## src/rtl/ttl153_bus_arbiter.sv

```systemverilog
// Round-robin arbiter for four bus sources driving a dual 4-to-1 selector.
// Switching is break-before-make: the strobe drops before sel moves, and sel settles a cycle before the strobe.
module ttl153_bus_arbiter #(
    parameter int HOLD_W   = 4,
    parameter int MAX_HOLD = 8
) (
    input  logic       clk,
    input  logic       reset_n,
    input  logic [3:0] req,
    output logic [1:0] sel,
    output logic       enable_n,
    output logic [3:0] grant,
    output logic       busy,
    output logic       timeout
);

    typedef enum logic [1:0] {
        IDLE  = 2'd0,
        SETUP = 2'd1,
        GRANT = 2'd2
    } state_t;

    localparam bit                TIMEOUT_EN = (MAX_HOLD != 0);
    localparam logic [HOLD_W-1:0] HOLD_LIM   = HOLD_W'(TIMEOUT_EN ? MAX_HOLD - 1 : 0);

    state_t            state_q;
    logic [HOLD_W-1:0] hold_q;
    logic [1:0]        last_q;
    logic [1:0]        win_d;
    logic [3:0]        rot_req;

    // rot_req[gi] is the request sitting gi+1 places after the last winner
    for (genvar gi = 0; gi < 4; gi++) begin : g_rot
        assign rot_req[gi] = req[last_q + 2'(gi + 1)];
    end

    always_comb begin
        win_d = last_q;
        for (int i = 3; i >= 0; i--) begin
            if (rot_req[i]) begin
                win_d = last_q + 2'(i + 1);
            end
        end
    end

    always_ff @(posedge clk or negedge reset_n) begin
        if (!reset_n) begin
            state_q  <= IDLE;
            hold_q   <= '0;
            last_q   <= 2'd3;
            sel      <= 2'd0;
            enable_n <= 1'b1;
            grant    <= 4'b0000;
            busy     <= 1'b0;
            timeout  <= 1'b0;
        end else begin
            timeout <= 1'b0;
            case (state_q)
                IDLE: begin
                    if (|req) begin
                        sel     <= win_d;
                        busy    <= 1'b1;
                        state_q <= SETUP;
                    end
                end
                SETUP: begin
                    if (req[sel]) begin
                        state_q  <= GRANT;
                        enable_n <= 1'b0;
                        grant    <= 4'b0001 << sel;
                        last_q   <= sel;
                        hold_q   <= '0;
                    end else begin
                        // requester gave up before the strobe: no grant, rotation untouched
                        state_q <= IDLE;
                        busy    <= 1'b0;
                    end
                end
                GRANT: begin
                    if (!req[sel] || (TIMEOUT_EN && hold_q == HOLD_LIM)) begin
                        state_q  <= IDLE;
                        enable_n <= 1'b1;
                        grant    <= 4'b0000;
                        busy     <= 1'b0;
                        timeout  <= req[sel];
                    end
                    if (hold_q != '1) begin
                        hold_q <= hold_q + 1'b1;
                    end
                end
                default: begin
                    state_q  <= IDLE;
                    enable_n <= 1'b1;
                    grant    <= 4'b0000;
                    busy     <= 1'b0;
                end
            endcase
        end
    end

endmodule

```

## config.mk

```make
export PLATFORM = sky130hd
export DESIGN_NAME = ttl153_bus_arbiter
export DESIGN_NICKNAME = d
export VERILOG_FILES = /design/src/rtl/ttl153_bus_arbiter.sv
export SDC_FILE = /design/constraint.sdc
export NUM_CORES = 1
export LEC_CHECK = 0
export CORE_UTILIZATION = 37
export DETAILED_ROUTE_END_ITERATION = 10
export PLACE_DENSITY = 0.67
export SETUP_SLACK_MARGIN = 0.5
export SLEW_MARGIN = 15
export SYNTH_ARGS = -nofsm -noshare
export SYNTH_HDL_FRONTEND = slang
export SYNTH_SLANG_ARGS = --single-unit
```

## constraint.sdc

```tcl
create_clock -name clk -period 2.2 [get_ports clk]
set_clock_uncertainty 0.1 [all_clocks]
set_input_delay 0.22 -clock clk [delete_from_list [all_inputs] [get_ports clk]]
set_output_delay 0.22 -clock clk [all_outputs]
set_load 0.03 [all_outputs]
```

# After elaboration in Yosys (flattened, before gate mapping)
# Cells that the tools add are included.
# word_totals
ram_bits	0
word_cells	68
latchBits	0
memories	0
rom_bits	0
regBits	17
# op_classes
n_addsub	4
n_shift	1
n_mux	30
n_eq_ne	9
div	0
bitwise	1
reduce_logical	11
magnitude_cmp	4
mul	0
# op_table
op	count
$mux 4	4
$lt 2x3->1 const B	4
$mux 2	6
$pmux 4 s3	1
$mux 1	11
$ne 2x2->1 const B	5
$reduce_and 3->1	3
$bmux 1 s2	4
$pmux 4 s2	1
$pmux 1 s3	2
$pmux 2 s3	1
$reduce_and 2->1	3
$add 2x2->2 const B	2
$add 4x1->4 const B	1
$eq 4x3->1 const B	1
$ne 4x4->1 const B	1
$reduce_or 4->1	1
$shl 1x2->4 const A	1
$add 2x1->2 const B	1
$eq 2x1->1 const B	1
$eq 2x2->1 const B	1
$logic_not 2->1	1
$reduce_bool 2->1	1
$logic_not 1->1	1
other kinds (2)	2

# Longest topological paths before layout
# Gate-level depths: netlist of run 1.
# logic_depth
ltp_word	6
mapped_depth	5
mapped_depth_nobuf	5

# Least setup slack after synthesis of run 1
# No wires, ideal clock.
# synth_timing
kind	reg-to-reg
startpoint	register sel[0]
endpoint	register last_q[0]
synth_period_minus_slack_ps	1846
setup_ps	82
setup_slack_ps	354
path_stages_with_launch	5
t_arrival_ps	1664
cell_sequence	dfrtp_1 mux4_2 nand2_4 nor2_4 mux2_4
# synth_between
elab_chain_len	3
# synth_lines
item	line	text
start: declaration	10	output logic [1:0] sel,
start signal: assignment	61	sel <= win_d;
$bmux 1 s2	67	if (req[sel]) begin
$mux 1 (implied by the code)	67	
$reduce_and 2->1 (no source line)	-	
end signal: assignment	71	last_q <= sel;
end: declaration	28	logic [1:0] last_q;
# Several ways; a longest one is shown, not always the timed one. The select of a mux whose other input is x is not followed.
# A chain may end at the register's enable or synchronous reset.

# Worst setup path after layout of run 1
# layout_timing
startpoint	register sel[0]
endpoint	register last_q[1]
# layout_between
elab_chain_len	3
# layout_lines
item	line
$bmux 1 s2	67
$mux 1 (implied by the code)	67
$reduce_and 2->1 (no source line)	-
# Every way passes these cells. The select of a mux whose other input is x is not followed.

==> flow_summary.toml, run 1 <==
[synth]
synth_flop_cell = "dfrtp_1"
ys_async_sr_fraction_pct = 100.0
synthTopCellsByArea = "dfrtp_1 (38%), dfstp_2 (8.6%), a21oi_1 (4.4%)"
synth.avg_cell_area_um2 = 10.19
synth_top_area_share_pct = 38.20
synth_fp_nets = 97
synth_cell_type_count = 36
ys_seq_elements = 17
synth-edff-count = 0
netlist_instances = 90
muxShareOfSynthArea_pct = 7.913
synth-adder-area-share_pct = 1.364
synth_warnings = 0
netlist_area_um2 = 917.1
synth_top_family_by_area = "simple AND/OR/NAND/NOR gates"
synthSimpleGateAreaFrac_pct = 21.69
synth.largest_area_cell = "dfrtp_1"
synth_compound_area_share_pct = 17.33
ys_seq_area_share_pct = 46.79
synth-xor-area-share_pct = 0.9550

[worst_setup_path]
worstPathRequired_ns = 2.32
critPathTopFamily = "multiplexers"
r2r_cells = 4
cpMaxStageDelayCell = "mux4_2"
crit_fanout = 7
slowest_delay_ns = 0.57
crit_path_start_kind = "register"
crit_buf_inv = 0
path_class = "register to register"
cp.depth = 4
endpoint_kind = "register"
crit_chain = "mux4_2 > nand2_4 > nor2_4 > mux2_4"
arrival_ns = 1.80

[sta]
worstMarginPinSlew_ns = 0.4437
rsz0062_at_grt = "true"
setup_viol = 0
fin_crit_ns = 1.671
fmax_mhz = 598.3
max-slew-margin-rel_pct = 70.00
hold_viol = 0
holdWs_ns = 0.1362
final.period_utilization_pct = 75.97
setup_tns_ns = 0
slew_violations = 0

[detailed_routing]
routed_wl_mm = 1.928
drt_drc_violations_left = 0
via_per_inst = 5.624
routedWlPerCell_um = 13.67
dr.pass1.iters = 4
ant_nets = 0
drt_iter0_drc = 20
via_count = 793

[pwr]
power.density_mw_per_mm2 = 1381
ir_drop_uv = 769.7
leakage_uw = 0.0005030
fin_total_pwr_uw = 1608

[floorplanning]
die_w_um = 51.79
initial_core_util_pct = 40.30
io_pins = 15
num_rows = 17
fp.dieArea_mm2 = 0.002682
core_mm2 = 0.002276
die_h_um = 51.79

[final_layout]
insertedDiodeCount = 0
regArea_um2 = 431.7
fillers = 194
syn_to_final_growth_pct = 27.01
final_common_cell = "dfrtp_1"
finalNetCount = 121
multi_input_area_um2 = 454.2
mostFrequentLayoutCells = "dfrtp_1 (12), clkdlybuf4s50_1 (10), buf_4 (9)"
drive_above_1_share_pct = 22.12
instances_no_fill = 141

[grt]
grt_pass1_wl_mm = 3.125
grt_pass1_vias = 719
antenna_found_initial = 0
grt_overflow_total = 0
grt_max_degree = 18
grt_usage_pct = 15.75

[placed_design]
routabilityCongestion = 0.8112
dp_hpwl_mm = 1.355
io_buffers = 14
place_inst = 133

[clocking]
path_clk_slew_ns = 0.10
cts_sinks = 17
cts_inserted_buffers = 3
cts.htree.levels = 1
clk_latency_ns = 0.28
clockBufferDepth = 2
cts_root_buffer = "clkbuf_4"
cts_tree = "built"

[outcome]
status = "complete, no violations"

[worst_hold_path]
hold_path_class = "input pin to async pin"

[job]
max-cap-violations = 0
[synthesized netlist by cell type, drive strengths merged (2+ instances only)]
cell / count
buf: 3
a31oi: 5
a21oi: 8
mux2: 2
nor2b: 5
inv: 3
dfstp: 3
and3: 2
nor2: 8
nor3: 6
mux2i: 2
nand2b: 2
o211ai: 2
a41oi: 2
nand2: 4
o21ai: 2
nand3: 2
dfrtp: 14
[worst paths after layout]
| check | startpoint | end | slack, ns |
|---|---|---|---|
| worst max-delay path | sel[0] | last_q[1] | 0.53 |
| worst min-delay path | reset_n | grant[1] | 0.14 |
| worst max register to register | sel[0] | last_q[1] | 0.53 |
| worst min register to register | enable_n | enable_n | 0.44 |
| max in group asynchronous | reset_n | enable_n | 1.61 |
| min in group clk | enable_n | enable_n | 0.44 |
[where the power goes]
part / internal (uW) / switching, uW / leakage, uW / total, uW
Clock: 70.3 / 95.4 / 0.0000150 / 166
Sequential: 451 / 162 / 0.000211 / 613
Combinational: 396 / 434 / 0.000277 / 829
[metal layers]
metal | up-vias | wire length, um | track usage (%)
met5 | - | 0 | 0
met4 | 0 | 26 | 5.405
met3 | 6 | 83 | 2.632
met2 | 30 | 925 | 25.97
met1 | 376 | 893 | 20.82
li1 | 381 | - | -
[timing repair]
item                                    in CTS  in global routing
gates resized for setup                      3                  2
hold endpoints to repair                     0                  0
hold buffers                                 0                  0
pin swaps                                    0                  1
buffers inserted                             1                  3
endpoints found under the setup margin       5                  8
[worst reg2reg max path, delay by kind of cell, from the launching register on]
family / cells / cell delay (ns)
DFF: 1 / 0.45
muxes: 2 / 0.86
and+or+nand+nor: 2 / 0.20
[flip-flops by register name, indices dropped and copies added, names as in the netlist]
| register | cells |
|---|---|
| busy | 1 |
| enable_n | 1 |
| grant | 4 |
| last_q | 2 |
| state_q | 2 |
| hold_q | 4 |
| sel | 2 |
| timeout | 1 |
[cell families after synthesis]
kind of cell,after synthesis
multiplexers,5
AND/OR/NAND/NOR,35
flip-flops,17
buffers and inverters,7
AO/OA/AOI/OAI,24
XOR/XNOR,1
adder cells (fa/ha/maj),1
[cell type report]
cell class	count	share of cell area (%)
tap	28	3.008
timing repair buffer	23	17.72
clock buffer	4	2.256
sequential	17	37.06
inverter	3	0.9667
multi-input combinational	66	38.99
[metrics by stage]
| stage | utilization, % | worst slack (ns) | cell area (um2) |
|---|---|---|---|
| 6_report | 51.18 | 0.5286 | 1165 |
| 3_3_place_gp | 48.65 | 0.2835 | 1107 |
| 2_1_floorplan | - | 0.4840 | 919.6 |
| 4_1_cts | 49.97 | 0.5082 | 1137 |
| 3_5_place_dp | 48.65 | 0.2534 | 1107 |
| 5_1_grt | 51.18 | 0.4767 | 1165 |
No activity file was read; power rests on OpenSTA's default activity.
==> run 2, diff against run 1 <==
--- a/config.mk
+++ b/config.mk
@@ -7,7 +7,7 @@
 export LEC_CHECK = 0
 export CORE_UTILIZATION = 37
 export DETAILED_ROUTE_END_ITERATION = 10
-export PLACE_DENSITY = 0.67
+export PLACE_DENSITY = 0.69
 export SETUP_SLACK_MARGIN = 0.5
 export SLEW_MARGIN = 15
 export SYNTH_ARGS = -nofsm -noshare
==> constraint.sdc (replaced) <==
create_clock -name clk -period 1.4 [get_ports clk]
set_clock_uncertainty 0.1 [all_clocks]
set_input_delay 0.14 -clock clk [delete_from_list [all_inputs] [get_ports clk]]
set_output_delay 0.14 -clock clk [all_outputs]
set_load 0.03 [all_outputs]
==> flow_summary.toml, run 2 (synthesized netlist as in run 1, its figures left out) <==
[final_layout]
insertedDiodeCount = 0
finalNetCount = 151
reg.largest.list = "grant: 4 flops, hold_q: 4 flops"
mostFrequentLayoutCells = "buf_4 (31), buf_6 (16), dfrtp_1 (11)"
final_common_cell = "buf_4"
syn_to_final_growth_pct = 67.12
fin_area_mm2 = 0.001533
drive_above_1_share_pct = 55.94

[placed_design]
dp_hpwl_mm = 1.675
place_ws_ns = -0.3695
routabilityCongestion = 0.8309
io_buffers = 14
place_area_mm2 = 0.001294

[floorplanning]
initial_core_util_pct = 40.30
io_pins = 15
core_mm2 = 0.002276
fp.dieArea_mm2 = 0.002682
num_rows = 17
die_h_um = 51.79
die_w_um = 51.79

[worst_setup_path]
endpoint_kind = "register"
arrival_ns = 1.71
timing.rr.end = "last_q[1]"
r2r_cells = 4
crit_path_start_kind = "register"
r2r_slack_ns = -0.19
r2r_start = "sel[0]"
crit_fanout = 7
worstPathRequired_ns = 1.52
path_class = "register to register"

[sta]
max-slew-margin-rel_pct = 76.47
rsz0062_at_grt = "true"
fmax_mhz = 627.1
fin_crit_ns = 1.595
worstMarginPinSlew_ns = 0.3523
setup_viol = 14
setup_ws_ns = -0.1947
hold_viol = 0
slew_violations = 0
final.period_utilization_pct = 113.9

[detailed_routing]
drt_iter0_drc = 13
routedWlPerCell_um = 16.79
via_count = 942
routed_wl_mm = 2.871
via_per_inst = 5.509
drt_drc_violations_left = 0
ant_nets = 0
dr.pass1.iters = 6

[clocking]
cts_tree = "built"
cts.htree.levels = 1
clockBufferDepth = 2
cts_root_buffer = "clkbuf_4"
path_clk_slew_ns = 0.11
cts_sinks = 17
clk_latency_ns = 0.28
cts-hold-fix-buffers = 0
cts_inserted_buffers = 3

[pwr]
p_clk_share_pct = 7.7
p_comb_share_pct = 65.6
leakage_uw = 0.0006997
p_sw_share_pct = 41.94
power.density_mw_per_mm2 = 2244
p_sw_uw = 1442
p_int_uw = 1997
ir_drop_uv = 1525
power_frac_seq_pct = 26.6

[grt]
grt_overflow_total = 0
grt_pass1_vias = 973
grt_usage_pct = 22.78
grt_pass1_wl_mm = 4.464
grt_max_degree = 18
antenna_found_initial = 0

[outcome]
violations = "setup timing"
status = "finished, violations left"

[job]
max-cap-violations = 0

[worst_hold_path]
hold_path_class = "input pin to async pin"
==> run 2: cell count changes in the layout (fill, tap and decap cells not counted), sizes merged <==
cell           delta
buf              +39
dlygate4sd2       +1
clkdlybuf4s50     -9
dlymetal6s2s      -1
==> run 2: critical path, cell delays in order, from the launching register on <==
cell and delay [ns]:
dfrtp_2 0.39, mux4_2 0.56, nand2_4 0.14, nor2_4 0.05
mux2_4 0.29
==> run 2: power groups by stage <==
stage / logic, uW / clock network (uW) / registers [uW]
after floorplan: 922 / 0 / 1030
after global placement: 1660 / 0 / 916
after detailed placement: 1690 / 0 / 925
after CTS: 2010 / 263 / 902
after global routing: 2380 / 292 / 940
final: 2260 / 265 / 916
==> run 2: cell type report <==
class	count	area, um2
timing repair buffer	53	478.0
fill	180	743.2
clock buffer	4	26.28
inverter	3	11.26
tap	28	35.03
multi-input combinational	66	549.3
sequential	17	432.9
==> run 2: timing repair <==
| action | CTS | global route |
|---|---|---|
| gates resized for setup | 65 | 12 |
| buffers inserted | 12 | 1 |
| endpoints found under the hold margin | 0 | 0 |
| endpoints found under the setup margin | 26 | 26 |
| pin swaps | 7 | 3 |
==> run 2: through the flow <==
stage	hold slack (ns)	power (uW)	cells	TNS [ns]	util (%)
2_1_floorplan	-0.2556	1957	90	-2.354	-
3_3_place_gp	0.3798	2572	154	-4.108	56.84
3_5_place_dp	0.3845	2616	154	-4.531	56.84
4_1_cts	0.07797	3171	170	-1.816	64.43
5_1_grt	0.07876	3610	171	-2.474	67.34
6_report	0.06638	3439	171	-1.883	67.34
==> run 2: worst max-delay path by stage <==
stage | startpoint | endpoint | slack [ns] | cells past startpoint
final | sel[0] | last_q[1] | -0.19 | 4
after global routing | sel[0] | last_q[0] | -0.24 | 4
after CTS | sel[0] | last_q[0] | -0.20 | 4
after detailed placement | req[3] | last_q[0] | -0.37 | 5
after global placement | req[3] | last_q[1] | -0.33 | 5
after floorplan | sel[0] | last_q[0] | -0.32 | 4
==> run 2: layer usage <==
metal,share of wire [%],vias to the layer above,global-route usage (%)
met2,51,29,39.18
li1,-,439,-
met3,3.1,10,3.216
met1,44,464,28.39
met4,2.6,0,9.459
met5,0,-,0
